**src/rtl/uart_rx_fifo.sv**
```systemverilog
//------------------------------------------------------------------------------
// Module      : uart_rx_fifo
// Description : Captures each received UART byte once, on the rising edge of
//               rx_Done, into a circular FIFO. Bytes are popped through a
//               registered read port. A sticky flag records dropped bytes.
// Revision    : 1.0 - initial release
//------------------------------------------------------------------------------
`default_nettype none

module uart_rx_fifo #(
  parameter int ADDR_W = 4,
  parameter int DATA_W = 8
) (
  input  logic              d_Clk,
  input  logic              reset,
  input  logic [DATA_W-1:0] rx_Data,
  input  logic              rx_Done,
  input  logic              rd_En,
  input  logic              ovf_Clr,
  output logic [DATA_W-1:0] rd_Data,
  output logic              rd_Valid,
  output logic              empty,
  output logic              full,
  output logic [ADDR_W:0]   count,
  output logic              overflow
);

  localparam logic [ADDR_W:0] c_DEPTH = {1'b1, {ADDR_W{1'b0}}};

  logic [DATA_W-1:0] r_mem [c_DEPTH];
  logic [ADDR_W-1:0] r_wr_ptr;
  logic [ADDR_W-1:0] r_rd_ptr;
  logic [ADDR_W:0]   r_count;
  logic              r_done_d;

  logic w_wr_stb;
  logic w_do_wr;
  logic w_do_rd;
  logic w_drop;

  // rx_Done stays high for the whole stop phase; only its rising edge writes.
  assign w_wr_stb = rx_Done & ~r_done_d;
  assign w_do_rd  = rd_En & ~empty;
  // A read in the same cycle frees the slot, so a full FIFO still accepts.
  assign w_do_wr  = w_wr_stb & (~full | rd_En);
  assign w_drop   = w_wr_stb & full & ~rd_En;

  assign count = r_count;
  assign empty = (r_count == '0);
  assign full  = (r_count == c_DEPTH);

  always_ff @(posedge d_Clk) begin
    if (w_do_wr) begin
      r_mem[r_wr_ptr] <= rx_Data;
    end
  end

  always_ff @(posedge d_Clk or negedge reset) begin
    if (!reset) begin
      r_done_d <= 1'b0;
      r_wr_ptr <= '0;
      r_rd_ptr <= '0;
      r_count  <= '0;
      rd_Data  <= '0;
      rd_Valid <= 1'b0;
      overflow <= 1'b0;
    end else begin
      r_done_d <= rx_Done;

      if (w_do_wr) begin
        r_wr_ptr <= r_wr_ptr + 1'b1;
      end

      // The read sees mem before this edge's write, so a full FIFO returns
      // its oldest entry and an empty FIFO never bypasses the new byte.
      if (w_do_rd) begin
        rd_Data  <= r_mem[r_rd_ptr];
        r_rd_ptr <= r_rd_ptr + 1'b1;
        rd_Valid <= 1'b1;
      end else begin
        rd_Valid <= 1'b0;
      end

      case ({w_do_wr, w_do_rd})
        2'b10:   r_count <= r_count + 1'b1;
        2'b01:   r_count <= r_count - 1'b1;
        default: r_count <= r_count;
      endcase

      if (w_drop) begin
        overflow <= 1'b1;
      end else if (ovf_Clr) begin
        overflow <= 1'b0;
      end
    end
  end

endmodule

`default_nettype wire

```
**config.mk**
```make
export PLATFORM = sky130hd
export DESIGN_NAME = uart_rx_fifo
export DESIGN_NICKNAME = d
export VERILOG_FILES = /design/src/rtl/uart_rx_fifo.sv
export SDC_FILE = /design/constraint.sdc
export NUM_CORES = 1
export LEC_CHECK = 0
export CAP_MARGIN = 20
export CORE_MARGIN = 3
export CORE_UTILIZATION = 54
export CTS_CLUSTER_SIZE = 8
export DETAILED_ROUTE_END_ITERATION = 8
export PLACE_DENSITY = 0.82
export SYNTH_ARGS = -nofsm -noshare
export SYNTH_HDL_FRONTEND = slang
export SYNTH_SLANG_ARGS = --single-unit
```
**constraint.sdc**
```tcl
create_clock -name d_Clk -period 3 [get_ports d_Clk]
set_clock_uncertainty 0.1 [all_clocks]
set_input_delay 0.6 -clock d_Clk [delete_from_list [all_inputs] [get_ports d_Clk]]
set_output_delay 0.6 -clock d_Clk [all_outputs]
set_load 0.1 [all_outputs]
```
== Word-level counts from Yosys, hierarchy flattened ==
Memory sizes are Yosys's and may differ from the RTL's. A register that Yosys moved wholly into a read port is not among the register bits.
Index checks and enable logic that the tools add are counted.

* Flip-flop bits (word level): 16
* Memory bits (writable): 128
* Input bits: 13
* Output and inout bits: 17
* Logic and storage cells: 34
* Memories: 1

* Add/subtract/negate cells: 4
* Equal/unequal tests: 3
* Multiplexer cells: 6
* Bitwise operators: 10
* Reductions and logical operators: 4

{| class="wikitable"
|+ Memory list
! memory !! words !! width !! read ports !! clocked after Yosys merged registers in !! write ports !! RTL line !! text
|-
| r_mem || 16 || 8 || 1 || 1 || 1 || 30 || <nowiki>logic [DATA_W-1:0] r_mem [c_DEPTH];</nowiki>
|}

{| class="wikitable"
|+ Operator list
! kind !! number
|-
| case mux 5 bit (2 select lines) || 1
|-
| adder 4 x 1 -> 4 bit, second input constant || 2
|-
| adder 5 x 1 -> 5 bit, second input constant || 1
|-
| AND 1 bit || 5
|-
| equality test 5 bit, second input constant || 1
|-
| logical NOT 5 bit || 1
|-
| two-way mux 1 bit || 5
|-
| subtractor 5 x 1 -> 5 bit, second input constant || 1
|-
| inverter 1 bit || 4
|-
| nonzero test 2 bit || 2
|-
| equality test 2 x 1 -> 1 bit, second input constant || 1
|-
| equality test 2 bit, second input constant || 1
|-
| logical NOT 1 bit || 1
|-
| bitwise OR 1 bit || 1
|}

== Depth between registers and ports, before layout ==
Gate-level depths: netlist of the first run.

* Depth after elaboration: 6
* Gate-level depth with buffers: 13
* Mapped depth without buffers: 12

== Worst setup path before layout of the first run ==
OpenSTA, ideal clock, no wires.

* Kind: flip-flop to flip-flop
* Start point: reg r_count[0], in the netlist count[0]
* End point: reg r_count[4], in the netlist count[4]
* Data arrival time: 3.286 ns
* Data required time: 2.739 ns
* Setup slack: -0.547 ns
* Cell stages (with the launch flop): 11
* Path buffers: 0
* Cells stage by stage: dfrtp_1 -> or4_1 -> o21ai_2 -> inv_2 -> ha_1 -> ha_1 -> nor2b_1 -> o21ai_0 -> a21oi_1 -> or3b_2 -> xnor2_1

* Elaborated cells on any way between the ends: 13
* Classes of those cells: add/sub: 2; eq/ne: 3; mux: 1; bitwise: 5; reduce/logical: 2

{| class="wikitable"
|+ RTL lines
! what !! RTL line !! text
|-
| from (decl) || 33 || <nowiki>logic [ADDR_W:0] r_count;</nowiki>
|-
| from (signal assigned) || 85 || <nowiki>2'b10: r_count <= r_count + 1'b1;</nowiki>
|-
| from (signal assigned) || 86 || <nowiki>2'b01: r_count <= r_count - 1'b1;</nowiki>
|-
| from (signal assigned) || 87 || <nowiki>default: r_count <= r_count;</nowiki>
|-
| logical NOT 5 bit * || 49 || <nowiki>assign empty = (r_count == '0);</nowiki>
|-
| inverter 1 bit * || 43 || <nowiki>assign w_do_rd = rd_En & ~empty;</nowiki>
|-
| AND 1 bit * || 43 ||
|-
| net w_do_rd || 38 || <nowiki>logic w_do_rd;</nowiki>
|-
| equality test 2 x 1 -> 1 bit or equality test 2 bit (tied branches) || 84 || <nowiki>case ({w_do_wr, w_do_rd})</nowiki>
|-
| case mux 5 bit (2 select lines) or nonzero test 2 bit (tied branches) || n/a ||
|}

Mark *: on every way through the listed nets, which the timed path passes. The rest lies on a longest branch.
A chain may end at the register's enable or synchronous reset.

== Worst setup path in the final report of the first run ==
* Start point: reg r_count[1], in the netlist count[1]
* End point: reg r_count[4], in the netlist count[4]

The elaborated chain is that of the path after synthesis.

==> key figures, run 1 <==
GRT
  • Vias in the first global route: 3323
  • Grt ovf: 0
  • GRT met1 Usage: 26.01%
  • M3 GR Usage: 5.435%
  • Largest net degree at the start of global routing: 35
  • GR peak layer: met2
  • Initial antenna violation count: 0
  • GR Util met2: 33.05%
  • Tot GR Track Use: 20.50%
  • First-pass GRT wire length: 18.84 mm

Timing
  • Fin. Hold Viols: 0
  • Final Cycle Share: 97.81%
  • Minimum clock period: 2.934 ns
  • Hold Slack: 0.3741 ns
  • Max Fclk: 0.3408 GHz
  • Final worst setup slack: 0.06566 ns
  • Final Max Slew Viols: 0
  • Sum Neg Setup Slack: 0 ns
  • Slew HR: 35.43%
  • # setup viols final: 0
  • Slew @ Worst Pin: 0.9686 ns

Power and ir drop
  • Clock Power Share: 26.2%
  • Sw frac: 37.51%
  • Power share of the combinational group: 35.0%
  • Net Switching: 2.739 mW
  • Reg power frac: 38.8%
  • Pwr dens: 1010 mW/mm^2
  • Pleak: 2.554 nW
  • Total Power: 7.302 mW
  • Pint: 4.563 mW
  • Max VDD drop: 0.8980 mV

Yosys
  • Dominant cell type by area after synthesis: edfxtp_1
  • Post-synth EDFFs: 128
  • Synth area leaders: edfxtp_1 64%, mux4_2 12%, dfrtp_1 10%
  • Commonest cells in the netlist: 128 x edfxtp_1, 33 x mux4_2, 30 x nand2_1
  • Syn nets: 346
  • Post-synthesis average cell area: 18.68 sq um
  • Yosys cell types: 33
  • Yosys warning count: 0
  • Yosys top cell area share: 63.69%
  • #FFs+latches synth: 152
  • Post-synth ARST share: 15.79%
  • Top-count cell post-synth: edfxtp_1
  • Synth Cell Area: 0.006035 sq mm
  • Synth Flop Type: edfxtp_1
  • Synth Instances: 323
  • Sequential fraction of the synthesis area: 73.65%

Drt
  • Vias/cell: 5.991
  • DR iter-0 viols: 281
  • Via count: 3217
  • DRT antenna net count: 0
  • Drt wl/cell: 22.77 microns
  • Total wire length: 12.23 mm
  • DR DRC count: 0
  • DR pass1 iterations: 5

Floorplan
  • I/O Pins: 30
  • Site Rows: 37
  • Die Y: 111.7 microns
  • Core area: 0.01060 sq mm
  • Initial Util: 56.92%
  • Die W: 111.7 microns
  • Die ar.: 0.01248 sq mm

Place
  • DPL Wire Length: 7.681 mm
  • Gpl congestion: 0.7674
  • IO Port Bufs: 29
  • Area post-placement: 0.006624 sq mm
  • Placed cell count: 501
  • Dpl ws: -0.2099 ns

Finish
  • Fin util: 68.18%
  • Share of layout cells above drive strength 1: 32.17%
  • Non-filler cells, final: 537
  • Design Area, Final: 0.007228 sq mm
  • Layout Nets: 411
  • Area grow syn2layout: 19.78%
  • Antenna diodes: 0

Clock tree
  • CTS buffer count: 17
  • Clock net sink count: 152
  • Reg clk slew, reported paths: 0.07 ns
  • Clk buf depth: 2
  • Hold_buf cts: 0
  • Root buffer cell: clkbuf_8
  • Worst-Skew Late Latency: 0.53 ns
  • CTS tree: done
  • CTS H-tree depth: 4

Worst hold path
  • Min-Delay Path Class: in2async

Worst setup path
  • Worst-path maximum fanout: 3
  • Worst Setup SP: count[1]
  • CP Class: reg2reg
  • Crit start category: flip-flop
  • Worst EP arrival: 3.27 ns
  • R2r startpoint: count[1]
  • WP data required: 3.34 ns
  • Crit end category: flip-flop

Outcome
  • Status: completed

Job
  • Max_cap viols: 0
-- final timing paths --
kind | endpoint | slack [ns] | cells past startpoint
setup / recovery | count[4] | 0.07 | 10
hold / removal | r_wr_ptr[2] | 0.37 | 1
setup reg to reg | count[4] | 0.07 | 10
hold reg to reg | rd_Data[5] | 0.39 | 2
max in group asynchronous | rd_Valid | 1.82 | 2
min in group d_Clk | rd_Data[5] | 0.39 | 2
-- power by group through the flow --
stage / sequential (mW) / combinational, mW / clock, mW
after floorplan: 3.37 / 1.33 / 0
after global placement: 2.83 / 2.43 / 0
after detailed placement: 2.86 / 2.50 / 0
after CTS: 2.83 / 2.52 / 1.94
after global routing: 2.87 / 2.72 / 2.03
final: 2.84 / 2.56 / 1.91
-- logic make-up after synthesis --
family | synth area share [%]
AOI/OAI and AO/OA | 2.654
xor gates and xnor gates | 1.451
adders and majority gates | 2.198
buffers and inverters | 2.115
DFF | 73.65
muxes | 13.64
and+or+nand+nor | 4.292
-- area by class of cell --
class	instances	area, sq um
clock inverter	14	116.4
clock buffer	18	417.9
inverter	11	41.29
fill	638	3373
sequential	152	4456
multi-input combinational	144	1519
timing repair buffer	62	508.0
tap	136	170.2
-- critical path, stage by stage, from the launching register on --
cell     delay (ns)
dfrtp_4        0.49
or4_4          0.56
o21ai_4        0.16
inv_2          0.07
ha_4           0.18
buf_4          0.14
ha_1           0.29
o21ai_1        0.11
a21oi_1        0.08
or3b_2         0.46
xnor2_1        0.19
-- cells in the final DEF, fill, tap and decap left out, drive strengths merged --
cell type | synthesis | routed
mux4 | 33 | 33
a32o | 1 | 1
clkbuf | 5 | 18
nand4 | 2 | 2
buf | 11 | 50
clkdlybuf4s50 | 0 | 12
o21a | 1 | 1
inv | 11 | 17
or4 | 1 | 1
mux2i | 8 | 8
nor3 | 4 | 4
clkinvlp | 0 | 1
xor2 | 2 | 2
o21ai | 12 | 12
nor4 | 1 | 1
nand3 | 1 | 1
xnor2 | 8 | 8
nor2 | 13 | 13
edfxtp | 128 | 128
dfrtp | 24 | 24
or2 | 1 | 1
nand2b | 3 | 3
a21oi | 2 | 2
ha | 9 | 9
nand2 | 30 | 30
or3b | 1 | 1
a21o | 1 | 1
o221ai | 7 | 7
clkinv | 0 | 7
nor2b | 2 | 2
fa | 1 | 1
-- repair_timing --
action                     4_1_cts  5_1_grt
buffers inserted                 0        4
setup endpoints to repair        1        1
resized for setup                1        4
cloned                           0        0
pin swaps                        0        4
-- per-layer routing --
metal / routed length [microns] / share of wire, %
met1: 4863 / 40
met2: 6305 / 52
met3: 656 / 5.4
met4: 404 / 3.3
met5: 0 / 0
-- registers in the layout (all words and copies together), names as in the netlist --
signal	count
rd_Valid	1
r_done_d	1
count	5
r_wr_ptr	4
overflow	1
r_mem	128
r_rd_ptr	4
rd_Data	8
(Power assumes the default switching activity.)
==> inputs of run 2 (changes only) <==
--- a/config.mk
+++ b/config.mk
@@ -7,10 +7,12 @@
 export LEC_CHECK = 0
 export CAP_MARGIN = 20
 export CORE_MARGIN = 3
-export CORE_UTILIZATION = 54
+export CORE_UTILIZATION = 56
+export CTS_BUF_LIST = sky130_fd_sc_hd__clkbuf_8
 export CTS_CLUSTER_SIZE = 8
 export DETAILED_ROUTE_END_ITERATION = 8
-export PLACE_DENSITY = 0.82
+export PLACE_DENSITY = 0.84
+export SLEW_MARGIN = 20
 export SYNTH_ARGS = -nofsm -noshare
 export SYNTH_HDL_FRONTEND = slang
 export SYNTH_SLANG_ARGS = --single-unit
==> key figures, run 2 (same netlist as run 1, synthesis figures left out) <==
Drt
  • Vias/cell: 5.979 (-0.19%)
  • Routed wl met2: 5.844 mm (-7.3%)
  • Drt wl/cell: 21.30 microns (-6.5%)
  • Via count: 3181 (-1.1%)
  • DR DRC count: 0 (unchanged)
  • Total wire length: 11.33 mm (-7.4%)
  • DR pass1 iterations: 6 (+1)
  • Top Metal Used: met4
  • Met3 wire len: 676 microns (+3.0%)
  • DR iter-0 viols: 334 (+19%)
  • DRT antenna net count: 0 (unchanged)
  • Met1 Wirelength: 4.616 mm (-5.1%)

Finish
  • Area grow syn2layout: 16.52%
  • Layout Nets: 406 (-1.2%)
  • Share of layout cells above drive strength 1: 31.31% (-0.86 points)
  • Non-filler cells, final: 532 (-0.93%)
  • Design Area, Final: 0.007032 sq mm (-2.7%)
  • Most frequent cells in the layout: 128 x edfxtp_1, 43 x buf_4, 33 x mux4_2
  • Fillers: 681 (+6.7%)
  • Number of flip-flops in the largest register: 128 (unchanged)
  • Top reg by flops: r_mem
  • Most common cell after layout, fill and taps aside: edfxtp_1
  • Antenna diodes: 0 (unchanged)

Worst setup path
  • Slowest-stage cell, CP: or4_4
  • R2r startpoint: count[1]
  • Critical path's top delay family: simple AND/OR/NAND/NOR gates
  • Worst flop-to-flop path endpoint: count[4]
  • CP cell instances: or4_4, o21ai_4, inv_2, ha_4, buf_4, ha_1, o21ai_2, a21oi_1, or3b_2, xnor2_1
  • Worst stage delay on the critical path: 0.57 ns (about the same)
  • FF-to-FF setup slack: 0.07 ns (about the same)
  • Worst-path maximum fanout: 5 (+2)
  • Crit start category: flip-flop
  • R2r worst-path depth: 10 (unchanged)
  • Worst Setup SP: count[1]
  • CP Depth: 10 (unchanged)
  • CP Class: reg2reg
  • Worst path bufs/invs: 2 (unchanged)
  • WP data required: 3.23 ns (-0.11 ns)
  • Worst EP arrival: 3.16 ns (-0.11 ns)
  • Crit end category: flip-flop

Clock tree
  • Root buffer cell: clkbuf_8
  • Hold_buf cts: 0 (unchanged)
  • Reg clk slew, reported paths: 0.08 ns (about the same)
  • Worst-Skew Late Latency: 0.44 ns (-0.09 ns)
  • Clock net sink count: 152 (unchanged)
  • Clk buf depth: 2 (unchanged)
  • CTS tree: done
  • CTS buffer count: 17 (unchanged)
  • CTS H-tree depth: 4 (unchanged)

GRT
  • Initial antenna violation count: 0 (unchanged)
  • Vias in the first global route: 3193 (-3.9%)
  • Tot GR Track Use: 20.88% (+0.38 points)
  • First-pass GRT wire length: 17.84 mm (-5.3%)
  • Grt ovf: 0 (unchanged)
  • Largest net degree at the start of global routing: 35 (unchanged)

Timing
  • Slew HR: 44.34% (+8.9 points)
  • Fin. Hold Viols: 0 (unchanged)
  • Final Max Slew Viols: 0 (unchanged)
  • # setup viols final: 0 (unchanged)
  • Final Cycle Share: 97.58% (-0.23 points)
  • Unrepaired setup endpoints after global routing: false
  • Slew @ Worst Pin: 0.8349 ns (-0.1337 ns)
  • Minimum clock period: 2.927 ns (-0.007005 ns)
  • Max Fclk: 0.3416 GHz (+0.24%)
  • Final worst setup slack: 0.07266 ns (+0.007005 ns)

Floorplan
  • Die Y: 109.8 microns (-1.7%)
  • I/O Pins: 30 (unchanged)
  • Die ar.: 0.01206 sq mm (-3.4%)
  • Core area: 0.01042 sq mm (-1.7%)
  • Site Rows: 37 (unchanged)
  • Initial Util: 57.93% (+1.0 points)
  • Die W: 109.8 microns (-1.7%)

Place
  • Dpl ws: -0.1526 ns (+0.05730 ns)
  • Area post-placement: 0.006621 sq mm (about the same)
  • IO Port Bufs: 29 (unchanged)
  • DPL Wire Length: 7.285 mm (-5.2%)
  • Gpl congestion: 0.7533 (-1.8%)
  • Placed cell count: 499 (-0.40%)

Power and ir drop
  • Total Power: 6.744 mW (-7.6%)
  • Pwr dens: 959.1 mW/mm^2 (-5.1%)
  • Pleak: 2.444 nW (-4.3%)
  • Max VDD drop: 0.8171 mV (-9.0%)

Worst hold path
  • Min-Delay Path Class: reg2reg
  • Hold worst-path end: rd_Data[1]
  • Min-delay src: rd_Data[1]
  • Worst hold path stage count: 2

Job
  • Max_cap viols: 0 (unchanged)

Outcome
  • Status: completed
## run 2: cell types whose count changed in the layout (fill, tap and decap cells not counted), sizes merged
cell | before | now
clkbuf | 18 | 17
clkinvlp | 1 | 4
bufinv | 0 | 1
buf | 50 | 45
inv | 17 | 14
## run 2: worst max path at each step
| stage | to | slack (ns) |
|---|---|---|
| after floorplan | count[4] | -0.19 |
| after global placement | count[4] | -0.07 |
| after detailed placement | count[4] | -0.15 |
| after CTS | count[4] | 0.03 |
| after global routing | count[4] | 0.008 |
| final | count[4] | 0.07 |
## run 2: layer usage
metal / vias up / global-route usage, %
met2: 141 / 33.58
met4: 0 / 7.302
met3: 17 / 5.402
met1: 1642 / 27.97
met5: - / 0
li1: 1381 / -
## run 2: cell type report
type	count	area (sq um)	share of cell area [%]
inverters	11	41.29	0.5872
clock buffers	17	234.0	3.327
clock inverters	15	125.1	1.779
multi-input cells	144	1523	21.65
repair buffers	57	483.0	6.868
well taps	136	170.2	2.420
flip-flops and latches	152	4456	63.36
## run 2: report_power, final
part | switching (mW) | leakage [nW] | internal [mW]
logic | 1.53 | 0.836 | 0.971
clock network | 0.753 | 0.171 | 0.652
registers | 0.295 | 1.44 | 2.54
total | 2.58 | 2.44 | 4.16
## run 2: worst register-to-register path, cell delays in order (launching register included)
cell	delay (ns)
dfrtp_4	0.52
or4_4	0.58
o21ai_4	0.16
inv_2	0.08
ha_4	0.18
buf_4	0.14
ha_1	0.31
o21ai_2	0.09
a21oi_1	0.09
or3b_2	0.45
xnor2_1	0.13
## run 2: per-stage QoR
step	setup TNS (ns)	hold slack [ns]	utilization (%)
2_1_floorplan	-0.1881	0.2044	-
6_report	0	0.3874	67.51
4_1_cts	0	0.3892	67.02
3_3_place_gp	-0.06692	0.3666	63.57
5_1_grt	0	0.4122	67.51
3_5_place_dp	-0.1526	0.3720	63.57
## run 2: repair_timing
action                                  in CTS  in global routing
buffers inserted                             0                  1
gates resized for setup                      0                  7
endpoints found under the setup margin       0                  1
